**config.mk**
```make
export PLATFORM = sky130hd
export DESIGN_NAME = alarm_tune_sequencer
export DESIGN_NICKNAME = d
export VERILOG_FILES = /design/src/rtl/alarm_tune_sequencer.sv
export SDC_FILE = /design/constraint.sdc
export NUM_CORES = 1
export LEC_CHECK = 0
export CAP_MARGIN = 20
export CORE_MARGIN = 4
export CORE_UTILIZATION = 45
export DETAILED_ROUTE_END_ITERATION = 7
export GPL_TIMING_DRIVEN = 0
export PLACE_DENSITY = 0.76
export SLEW_MARGIN = 20
export SYNTH_ARGS = -nofsm -noshare
export SYNTH_HDL_FRONTEND = slang
export SYNTH_SLANG_ARGS = --single-unit
```
**constraint.sdc**
```tcl
create_clock -name clk -period 2.7 [get_ports clk]
set_input_delay 0.405 -clock clk [delete_from_list [all_inputs] [get_ports clk]]
set_output_delay 0.405 -clock clk [all_outputs]
set_load 0.05 [all_outputs]
```
**src/rtl/alarm_tune_sequencer.sv**
```systemverilog
// Alarm melody sequencer: steps the melody ROM address, gates the tone generator
// per step, repeats the tune LOOPS times, and handles snooze and stop.
module alarm_tune_sequencer #(
  parameter int TICK_DIV     = 4194304,
  parameter int GAP_DIV      = 262144,
  parameter int LOOPS        = 3,
  parameter int SNOOZE_STEPS = 1024
) (
  input  logic       clk,
  input  logic       reset,
  input  logic       alarm_trig,
  input  logic       stop_btn,
  input  logic       snooze_btn,
  output logic [7:0] rom_addr,
  output logic       note_gate,
  output logic       playing,
  output logic       snoozing,
  output logic [3:0] loop_idx,
  output logic       done
);

  localparam int DIV_W = $clog2(TICK_DIV);
  localparam logic [DIV_W-1:0] DIV_LAST = DIV_W'(TICK_DIV - 1);
  localparam logic [DIV_W-1:0] GAP_V    = DIV_W'(GAP_DIV);
  localparam logic [15:0]      SNZ_LAST = 16'(SNOOZE_STEPS - 1);
  localparam logic [3:0]       LP_LAST  = 4'(LOOPS - 1);

  typedef enum logic [1:0] {
    ST_IDLE   = 2'd0,
    ST_PLAY   = 2'd1,
    ST_SNOOZE = 2'd2
  } state_t;

  state_t           state_q, state_d;
  logic [DIV_W-1:0] div_q, div_d;
  logic [15:0]      snz_q, snz_d;
  logic [3:0]       lp_q, lp_d;
  logic [7:0]       rom_addr_q, rom_addr_d;
  logic             note_gate_q, note_gate_d;
  logic             playing_q, playing_d;
  logic             snoozing_q, snoozing_d;
  logic             done_q, done_d;
  logic             step_end_s;

  // Next-state and next-output logic; outputs are derived from the next state
  // so the registered gate always matches the registered step position.
  always_comb begin
    state_d    = state_q;
    div_d      = div_q;
    snz_d      = snz_q;
    lp_d       = lp_q;
    rom_addr_d = rom_addr_q;
    done_d     = 1'b0;
    step_end_s = (div_q == DIV_LAST);

    case (state_q)
      ST_IDLE: begin
        div_d      = '0;
        snz_d      = 16'd0;
        lp_d       = 4'd0;
        rom_addr_d = 8'd0;
        if (stop_btn || snooze_btn) begin
          state_d = ST_IDLE;
        end else if (alarm_trig) begin
          state_d = ST_PLAY;
        end else begin
          state_d = ST_IDLE;
        end
      end

      ST_PLAY: begin
        if (stop_btn) begin
          state_d    = ST_IDLE;
          div_d      = '0;
          lp_d       = 4'd0;
          rom_addr_d = 8'd0;
        end else if (snooze_btn) begin
          state_d    = ST_SNOOZE;
          div_d      = '0;
          snz_d      = 16'd0;
          lp_d       = 4'd0;
          rom_addr_d = 8'd0;
        end else if (step_end_s) begin
          div_d = '0;
          if (rom_addr_q == 8'd255) begin
            rom_addr_d = 8'd0;
            if (lp_q == LP_LAST) begin
              state_d = ST_IDLE;
              lp_d    = 4'd0;
              done_d  = 1'b1;
            end else begin
              lp_d = lp_q + 4'd1;
            end
          end else begin
            rom_addr_d = rom_addr_q + 8'd1;
          end
        end else begin
          div_d = div_q + DIV_W'(1);
        end
      end

      ST_SNOOZE: begin
        rom_addr_d = 8'd0;
        if (stop_btn) begin
          state_d = ST_IDLE;
          div_d   = '0;
          snz_d   = 16'd0;
        end else if (snooze_btn) begin
          div_d = '0;
          snz_d = 16'd0;
        end else if (step_end_s) begin
          div_d = '0;
          if (snz_q == SNZ_LAST) begin
            state_d = ST_PLAY;
            snz_d   = 16'd0;
            lp_d    = 4'd0;
          end else begin
            snz_d = snz_q + 16'd1;
          end
        end else begin
          div_d = div_q + DIV_W'(1);
        end
      end

      default: begin
        state_d    = ST_IDLE;
        div_d      = '0;
        snz_d      = 16'd0;
        lp_d       = 4'd0;
        rom_addr_d = 8'd0;
      end
    endcase

    playing_d   = (state_d == ST_PLAY);
    snoozing_d  = (state_d == ST_SNOOZE);
    note_gate_d = playing_d && (div_d >= GAP_V);
  end

  // State, counters and registered outputs.
  always_ff @(posedge clk or posedge reset) begin
    if (reset) begin
      state_q     <= ST_IDLE;
      div_q       <= '0;
      snz_q       <= 16'd0;
      lp_q        <= 4'd0;
      rom_addr_q  <= 8'd0;
      note_gate_q <= 1'b0;
      playing_q   <= 1'b0;
      snoozing_q  <= 1'b0;
      done_q      <= 1'b0;
    end else begin
      state_q     <= state_d;
      div_q       <= div_d;
      snz_q       <= snz_d;
      lp_q        <= lp_d;
      rom_addr_q  <= rom_addr_d;
      note_gate_q <= note_gate_d;
      playing_q   <= playing_d;
      snoozing_q  <= snoozing_d;
      done_q      <= done_d;
    end
  end

  assign rom_addr  = rom_addr_q;
  assign note_gate = note_gate_q;
  assign playing   = playing_q;
  assign snoozing  = snoozing_q;
  assign loop_idx  = lp_q;
  assign done      = done_q;

endmodule

```
==> results of run 1 <==
cells in the final DEF (no fill, tap or decap), types with 5 or more instances in the layout:
| cell type | count |
|---|---|
| clkbuf_1 | 5 |
| nor3_1 | 9 |
| dfrtp_1 | 56 |
| nor2_1 | 49 |
| inv_1 | 10 |
| o31ai_1 | 8 |
| nand3_1 | 19 |
| and3_1 | 6 |
| clkdlybuf4s50_1 | 20 |
| ha_1 | 9 |
| o21ai_1 | 5 |
| nand4_1 | 12 |
| clkbuf_8 | 8 |
| o21ai_0 | 34 |
| nand2_1 | 26 |
| xnor2_1 | 11 |
| xor2_1 | 12 |
| a21oi_1 | 12 |
worst max-delay path: cells and delay by family, from the launching register on:
kind	cells	cell delay, ns
flip-flops	1	0.40
AND/OR/NAND/NOR	2	0.70
AO/OA/AOI/OAI	4	0.73
buffers and inverters	1	0.29
adder cells (fa/ha/maj)	1	0.22
sequential cells by signal, indices dropped and copies added (netlist names):
name / flops
div_q: 22
done: 1
loop_idx: 4
note_gate: 1
playing: 1
rom_addr: 8
snoozing: 1
snz_q: 16
state_q: 2
cell type report:
cell class                      instances  share of cell area [%]
Multi-Input combinational cell        253                   43.98
Sequential cell                        56                   41.39
Timing Repair Buffer                   20                   5.913
Tap cell                               77                   2.846
Clock buffer                            6                   2.439
Buffer                                  9                   1.848
Inverter                               11                   1.293
Clock inverter                          2                  0.2956
power by group through the flow:
stage               clock (mW)  sequential, mW  combinational, mW
floorplan                    0           0.860             0.0274
global placement             0           0.858             0.0486
detailed placement           0           0.858             0.0498
CTS                      0.488           0.841             0.0498
global route             0.524           0.842             0.0550
finish                   0.475           0.841             0.0486
cells by family (layout without fill, tap and decap cells):
| group | after synthesis | count (layout) | synth area share, % |
|---|---|---|---|
| flip-flops | 56 | 56 | 46.80 |
| AO/OA/AOI/OAI | 74 | 74 | 14.46 |
| XOR/XNOR | 23 | 23 | 6.728 |
| buffers and inverters | 20 | 48 | 3.468 |
| AND/OR/NAND/NOR | 147 | 147 | 24.78 |
| adder cells (fa/ha/maj) | 9 | 9 | 3.761 |
Yosys cell counts, drive strengths merged (2+ instances only):
master  count
and3        8
or3         4
a31oi       4
inv        11
nor2b       4
ha          9
dfrtp      56
buf         2
a21oi      12
o21ai      39
nand2      26
nor4        2
o31ai       8
clkbuf      7
and2        3
nor2       49
nand4      13
nor3       10
a211oi      2
a41oi       2
xor2       12
xnor2      11
and4        4
nand3      19
per-layer routing:
layer | global-route usage [%] | wire length [µm] | vias to the layer above
met3 | 3.285 | 227 | 5
met4 | 4.871 | 45 | 0
met5 | 0 | 0 | -
li1 | - | - | 1222
met2 | 27.33 | 2920 | 60
met1 | 21.98 | 2944 | 1175
worst paths after layout:
| path | start | end | slack, ns | cells after the start |
|---|---|---|---|---|
| hold / removal | snz_q[15]$_DFFE_PP0P_ | snz_q[15]$_DFFE_PP0P_ | 0.48 | 1 |
| setup / recovery | div_q[0]$_DFF_PP0_ | snz_q[2]$_DFFE_PP0P_ | 0.24 | 8 |
| max in group asynchronous | reset | div_q[1]$_DFF_PP0_ | 1.68 | 2 |
| setup reg to reg | div_q[0]$_DFF_PP0_ | snz_q[2]$_DFFE_PP0P_ | 0.24 | 8 |
| min in group asynchronous | reset | playing$_DFF_PP0_ | 0.54 | 2 |
| hold reg to reg | snz_q[15]$_DFFE_PP0P_ | snz_q[15]$_DFFE_PP0P_ | 0.48 | 1 |
timing repair:
action,4_1_cts,5_1_grt
endpoints found under the setup margin,0,5
endpoints found under the hold margin,0,0
gates resized for setup,0,0
==> impl_metrics.tcl, run 1 <==
set metrics [dict create \
    synth.top_cells.by_area "dfrtp_1, nor2_1, o21ai_0" \
    drt_iter0_markers 173 \
    path_cells "ha_1 -> nand3_1 -> or4_4 -> o21ai_0 -> a21oi_1 -> clkbuf_1 -> o21ai_0 -> o21ai_0" \
    die_area_um2 8023 \
    crit_required_ns 2.89 \
    swShare_pct 22.52 \
    critical_path.startpoint_type "flip-flop" \
    routed-via-count 2462 \
    arrival_ns 2.65 \
    worst_pin_slew_ns 0.7070 \
    multi_input_area_um2 1489 \
    htree_levels 2 \
    fin_total_pwr_mw 1.365 \
    place_ws_ns 0.1686 \
    final_cells 434 \
    final-setup-viol-count 0 \
    rsz0062_at_grt "no" \
    tritoncts "yes" \
    hold_viol 0 \
    numCtsBuffers 5 \
    cts-root-buf "clkbuf_8" \
    synth_edf_count 0 \
    end_kind "flip-flop" \
    grt_start_max_net_pins 57 \
    layout_min_cycle_time_ns 2.456 \
    synth_cells 329 \
    grt_usage_pct 16.53 \
    placed_area_um2 3293 \
    fmax_ghz 0.4071 \
    antennaDiodeCount 0 \
    yosysWarnings 0 \
    yosys.area.top_type "dfrtp_1" \
    grt_overflow 0 \
    cp_max_fo 10 \
    final_util_pct 52.72 \
    drc 0 \
    finClkSkew_ns 0.008627 \
    cts.sinks 56 \
    yosysTopAreaCellShare_pct 46.80 \
    ys.flop_type "dfrtp_1" \
    wl_um 6138 \
    critical-path-slowest-cell "or4_4" \
    rows 29 \
    p_leak_nw 1.342 \
    die_h_um 89.57 \
    cts_setup_buffers 0 \
    ff_latch_area_um2 1401 \
    synth_seq_cells 56 \
    pin_count 21 \
    clk_latency_ns 0.31 \
    combPwrFrac_pct 3.6 \
    grt_pass1_wl_um 10540 \
    clkPwrFrac_pct 34.8 \
    intPower_mw 1.058 \
    finalCritPeriodShare_pct 90.98 \
    synth_nets 343 \
    seq_area_frac_synth_pct 46.80 \
    slowest_delay_ns 0.56 \
    async_reset_ff_share_pct 100.0 \
    power.switching_mw 0.3073 \
    fin_nets 370 \
    path_clk_slew_ns 0.10 \
    timing.hold.ws_ns 0.4807 \
    gp_congestion 0.8448 \
    ctsHoldBuffers 0 \
    status "complete, no violations" \
    maxSlewHeadroom_pct 52.51 \
    antenna_found_initial 0 \
    ir_drop_mv 0.2742 \
    placed_cells 426 \
    grt_pass1_vias 2341 \
    cts_buffer_depth 2 \
    min_path_type "flip-flop to flip-flop" \
    syn_to_final_growth_pct 13.08 \
    seqPwrFrac_pct 61.6 \
    finalMaxSlewViolations 0 \
    timing.final.ws_setup_ns 0.2435 \
    syn_area_per_cell_um2 9.101 \
    drive_above_1_share_pct 5.882 \
    finalInstanceArea_um2 3386 \
    dp.final_hpwl_um 4292 \
    crit_path_frequent_cell "o21ai_0" \
    power.density_nw_per_um2 403.1 \
    synth_area_um2 2994 \
    maxCapViolCount 0 \
    synth.distinct_cells 43 \
    postRouteAntennaNets 0 \
    fin_tns_setup_ns 0 \
    fillers 568 \
    io_buffers 20 \
    die_x_um 89.57 \
    wl_per_cell_um 14.14 \
    coreArea_um2 6422 \
    via_per_inst 5.673 \
    initial_core_util_pct 46.62 \
    drtPass1Iterations 7 \
    critical_path_class "flip-flop to flip-flop" \
]
No activity file was read; power rests on OpenSTA's default activity.
==> inputs of run 2 (changes only) <==
--- a/config.mk
+++ b/config.mk
@@ -11,7 +11,6 @@
 export DETAILED_ROUTE_END_ITERATION = 7
 export GPL_TIMING_DRIVEN = 0
 export PLACE_DENSITY = 0.76
-export SLEW_MARGIN = 20
 export SYNTH_ARGS = -nofsm -noshare
 export SYNTH_HDL_FRONTEND = slang
 export SYNTH_SLANG_ARGS = --single-unit
==> run 2 against run 1 <==
Total power rose by 6.8%. Sequential power is essentially flat. Flip-flop and latch count did not move. Register-to-register slack barely moved. Clock skew rose by 0.0025 ns. Sequential share of layout area is 0.44 points lower. Fmax grew 0.53%. Combinational power is 6.6% higher. Hold slack lost 0.12 ns. Clock power increased by 19%. Die area unchanged. Worst setup slack improved by 0.013 ns. Highest routed layer unchanged.
==> impl_metrics.tcl, run 2 (synthesized netlist as in run 1, its figures left out) <==
set metrics [dict create \
    via_per_inst 5.731 \
    drt_iter0_markers 145 \
    largest_reg_flops 22 \
    fin_nets 371 \
    drc 0 \
    io_buffers 20 \
    die_x_um 89.57 \
    ctsHoldBuffers 0 \
    status "complete, no violations" \
    path_clk_slew_ns 0.11 \
    final-setup-viol-count 0 \
    finClkSkew_ns 0.01116 \
    fmax_ghz 0.4092 \
    crit_start "div_q[0]$_DFF_PP0_" \
    cp_max_fo 10 \
    p_leak_nw 1.354 \
    cts_buffer_depth 2 \
    gp_congestion 0.8448 \
    critical_path.startpoint_type "flip-flop" \
    die_h_um 89.57 \
    postRouteAntennaNets 0 \
    cp-endpoint "snz_q[6]$_DFFE_PP0P_" \
    syn_to_final_growth_pct 14.29 \
    power.density_nw_per_um2 425.9 \
    drtPass1Iterations 4 \
    cts-root-buf "clkbuf_8" \
    worst_pin_slew_ns 0.7293 \
    numCtsBuffers 5 \
    r2r_start "div_q[0]$_DFF_PP0_" \
    cts_setup_buffers 0 \
    hold_viol 0 \
    r2r_setup_slack_ns 0.26 \
    end_kind "flip-flop" \
    layout_common_cells "dfrtp_1, nor2_1, o21ai_0" \
    drive_above_1_share_pct 6.145 \
    fin_total_pwr_mw 1.457 \
    antenna_found_initial 0 \
    wl_per_cell_um 14.33 \
    largest_register "div_q" \
    grt_pass1_wl_um 10940 \
    routed-via-count 2493 \
    final_common_cell "dfrtp_1" \
    antennaDiodeCount 0 \
    grt_pass1_vias 2415 \
    dp.final_hpwl_um 4362 \
    timing.hold.ws_ns 0.3566 \
    layout_min_cycle_time_ns 2.444 \
    crit_required_ns 2.96 \
    finalMaxSlewViolations 0 \
    rsz0062_at_grt "no" \
    cts.sinks 56 \
    critical_path_class "flip-flop to flip-flop" \
    arrival_ns 2.70 \
    ir_drop_mv 0.2368 \
    grt_overflow 0 \
    maxSlewHeadroom_pct 51.00 \
    r2r-end "snz_q[6]$_DFFE_PP0P_" \
    htree_levels 2 \
    tritoncts "yes" \
    maxCapViolCount 0 \
    die_area_um2 8023 \
    finalCritPeriodShare_pct 90.50 \
    cts_resized 0 \
    grt_start_max_net_pins 43 \
    rows 29 \
    grt_usage_pct 17.12 \
    clk_latency_ns 0.32 \
    pin_count 21 \
    reg2reg_depth 8 \
    wl_um 6234 \
    coreArea_um2 6422 \
    initial_core_util_pct 46.62 \
    min_path_type "primary input to async pin" \
]
==> run 2: worst min-delay path by stage <==
stage | endpoint | cells after the start
finish | div_q[19]$_DFF_PP0_ | 2
global route | div_q[19]$_DFF_PP0_ | 2
CTS | div_q[19]$_DFF_PP0_ | 2
detailed placement | snz_q[15]$_DFFE_PP0P_ | 1
global placement | snz_q[15]$_DFFE_PP0P_ | 1
floorplan | snz_q[15]$_DFFE_PP0P_ | 1
==> run 2: critical path, cell delays in order, from the launching register on <==
cell     delay (ns)
dfrtp_1        0.40
ha_1           0.22
nand3_1        0.15
or4_4          0.56
or2_4          0.27
buf_6          0.15
nor3_4         0.35
nand4_1        0.16
o21ai_1        0.13
==> run 2: area by class of cell <==
type	instances	area, µm²
Sequential cell	56	1401
Clock buffer	5	68.82
Buffer	9	62.56
Fill cell	565	3000
Timing Repair Buffer	21	220.2
Clock inverter	3	42.54
Tap cell	77	96.34
Multi-Input combinational cell	253	1489
Inverter	11	41.29
==> run 2: layer usage <==
layer | vias to the layer above | global-route usage [%] | wire (µm)
met5 | - | 0 | 0
met4 | 0 | 5.142 | 72
met3 | 7 | 3.011 | 202
met2 | 47 | 28.79 | 3004
met1 | 1218 | 22.56 | 2955
li1 | 1221 | - | -
==> run 2: per-stage QoR <==
stage	setup TNS, ns	setup WS (ns)	instances	cell area, µm²	utilization, %
global route	0	0.01553	435	3422	53.28
finish	0	0.2564	435	3422	53.28
CTS	0	0.1885	435	3422	53.28
global placement	-7.120	-0.1292	426	3291	51.24
detailed placement	0	0.2021	427	3311	51.55
floorplan	0	0.4708	329	2994	-
==> run 2: power breakdown <==
group	internal, mW	total [mW]	switching [mW]
clock	0.275	0.564	0.289
combinational	0.0150	0.0518	0.0368
sequential	0.840	0.841	0.00134
total	1.13	1.46	0.327
==> inputs of run 3 (changes only) <==
--- a/config.mk
+++ b/config.mk
@@ -9,8 +9,9 @@
 export CORE_MARGIN = 4
 export CORE_UTILIZATION = 45
 export DETAILED_ROUTE_END_ITERATION = 7
+export DONT_BUFFER_PORTS = 1
 export GPL_TIMING_DRIVEN = 0
-export PLACE_DENSITY = 0.76
+export PLACE_DENSITY = 0.72
 export SYNTH_ARGS = -nofsm -noshare
 export SYNTH_HDL_FRONTEND = slang
 export SYNTH_SLANG_ARGS = --single-unit
==> run 3 against run 2 <==
Utilization down 3.4 points. Largest power group unchanged. Clock power down 17%. Cell count down 4.6%. Critical path depth unchanged. Register-to-register slack worse by 0.05 ns.
==> impl_metrics.tcl, run 3 (synthesized netlist as in run 1, its figures left out) <==
set metrics [dict create \
    maxCapViolCount 0 \
    routed-via-count 2382 \
    grt_pass1_vias 2348 \
    htree_levels 2 \
    final-setup-viol-count 0 \
    maxSlewHeadroom_pct 51.01 \
    critical_path_class "flip-flop to flip-flop" \
    critical_path.startpoint_type "flip-flop" \
    timing.hold.ws_ns 0.04231 \
    wl_um 6069 \
    ir_drop_mv 0.1895 \
    fmax_ghz 0.4010 \
    cp-endpoint "snz_q[12]$_DFFE_PP0P_" \
    cts.sinks 56 \
    dp.final_hpwl_um 4294 \
    placed_area_um2 3110 \
    drc 0 \
    gp_congestion 0.8423 \
    arrival_ns 2.73 \
    syn_to_final_growth_pct 7.062 \
    grt_overflow 0 \
    drt_iter0_markers 129 \
    finalCritPeriodShare_pct 92.37 \
    pin_count 21 \
    final_cells 415 \
    p_leak_nw 1.272 \
    die_x_um 89.57 \
    coreArea_um2 6422 \
    r2r_start "div_q[0]$_DFF_PP0_" \
    power.density_nw_per_um2 421.8 \
    fin_nets 351 \
    grt_pass1_wl_um 10690 \
    reg2reg_depth 8 \
    clk_latency_ns 0.30 \
    rsz0062_at_grt "no" \
    finalMaxSlewViolations 0 \
    initial_core_util_pct 46.62 \
    clkPwrFrac_pct 34.7 \
    timing.final.ws_setup_ns 0.2059 \
    cts_buffer_depth 2 \
    fin_tns_setup_ns 0 \
    via_per_inst 5.740 \
    placed_cells 407 \
    layout_common_cells "dfrtp_1, nor2_1, o21ai_0" \
    drive_above_1_share_pct 6.805 \
    place_ws_ns 0.03752 \
    finClkSkew_ns 0.008937 \
    layout_min_cycle_time_ns 2.494 \
    min_path_type "primary input to async pin" \
    die_area_um2 8023 \
    swShare_pct 21.71 \
    drtPass1Iterations 4 \
    seqPwrFrac_pct 62.4 \
    largest_register "div_q" \
    tritoncts "yes" \
    grt_usage_pct 16.64 \
    antenna_found_initial 0 \
    r2r_setup_slack_ns 0.21 \
    power.switching_mw 0.2935 \
    antennaDiodeCount 0 \
    r2r-end "snz_q[12]$_DFFE_PP0P_" \
    status "complete, no violations" \
    crit_start "div_q[0]$_DFF_PP0_" \
    end_kind "flip-flop" \
    intPower_mw 1.058 \
    io_buffers 0 \
    postRouteAntennaNets 0 \
    die_h_um 89.57 \
    combPwrFrac_pct 2.9 \
    rows 29 \
    cts-root-buf "clkbuf_8" \
    wl_per_cell_um 14.62 \
    crit_required_ns 2.93 \
    finalInstanceArea_um2 3206 \
    worst_pin_slew_ns 0.7293 \
    largest_reg_flops 22 \
    final_common_cell "dfrtp_1" \
    numCtsBuffers 5 \
    path_clk_slew_ns 0.10 \
    grt_start_max_net_pins 31 \
    hold_viol 0 \
    cp_max_fo 10 \
]
run 3: cell count changes in the layout (fill, tap and decap cells not counted), moves of 2 or more:
cell / previous run / this run
dfrtp_2: 0 / 2
dfrtp_1: 56 / 54
clkbuf_1: 5 / 7
clkdlybuf4s50_1: 20 / 0
run 3: power by group through the flow:
stage	Clock (mW)	Combinational (mW)	Sequential [mW]
final	0.469	0.0392	0.844
after global routing	0.520	0.0467	0.844
after CTS	0.490	0.0408	0.844
after detailed placement	0	0.0408	0.861
after global placement	0	0.0366	0.861
after floorplan	0	0.0274	0.860
run 3: stage by stage:
step	util [%]	total power [mW]
2_1_floorplan	-	0.8873
3_3_place_gp	48.12	0.8971
3_5_place_dp	48.43	0.9013
4_1_cts	49.83	1.375
5_1_grt	49.91	1.411
6_report	49.91	1.352
run 3: worst min path at each step:
stage | start | to | slack, ns
finish | reset | div_q[15]$_DFF_PP0_ | 0.04
global route | reset | state_q[0]$_DFF_PP0_ | 0.08
CTS | reset | state_q[0]$_DFF_PP0_ | 0.05
detailed placement | reset | div_q[16]$_DFF_PP0_ | 0.39
global placement | snz_q[15]$_DFFE_PP0P_ | snz_q[15]$_DFFE_PP0P_ | 0.47
floorplan | snz_q[15]$_DFFE_PP0P_ | snz_q[15]$_DFFE_PP0P_ | 0.44
run 3: layout make-up:
type | instances | area [µm²]
fillers | 600 | 3217
multi-input cells | 253 | 1491
flip-flops and latches | 56 | 1404
well taps | 77 | 96.34
clock buffers | 8 | 90.09
plain buffers | 9 | 62.56
inverters | 11 | 41.29
repair buffers | 1 | 20.02
run 3: critical path, cell delays in order, from the launching register on:
cell and delay, ns:
dfrtp_1 0.40, ha_1 0.22, nand3_1 0.15, or4_4 0.56
or2_4 0.27, buf_6 0.15, nor3_4 0.39, nand4_1 0.14
o21ai_1 0.15
run 3: repair_timing:
| action | in CTS | in global routing |
|---|---|---|
| hold endpoints to repair | 0 | 0 |
| gates resized for setup | 0 | 3 |
| endpoints found under the setup margin | 0 | 3 |
| hold buffers | 0 | 0 |
| setup buffers | 0 | 0 |
run 3: metal layers:
metal / wire length, µm / part of all wire [%] / vias to the layer above / track usage (%)
li1: - / - / 1188 / -
met5: 0 / 0 / - / 0
met4: 14 / 0.23 / 0 / 3.924
met3: 194 / 3.2 / 2 / 3.467
met1: 2921 / 48 / 1145 / 22.86
met2: 2938 / 48 / 47 / 27.06
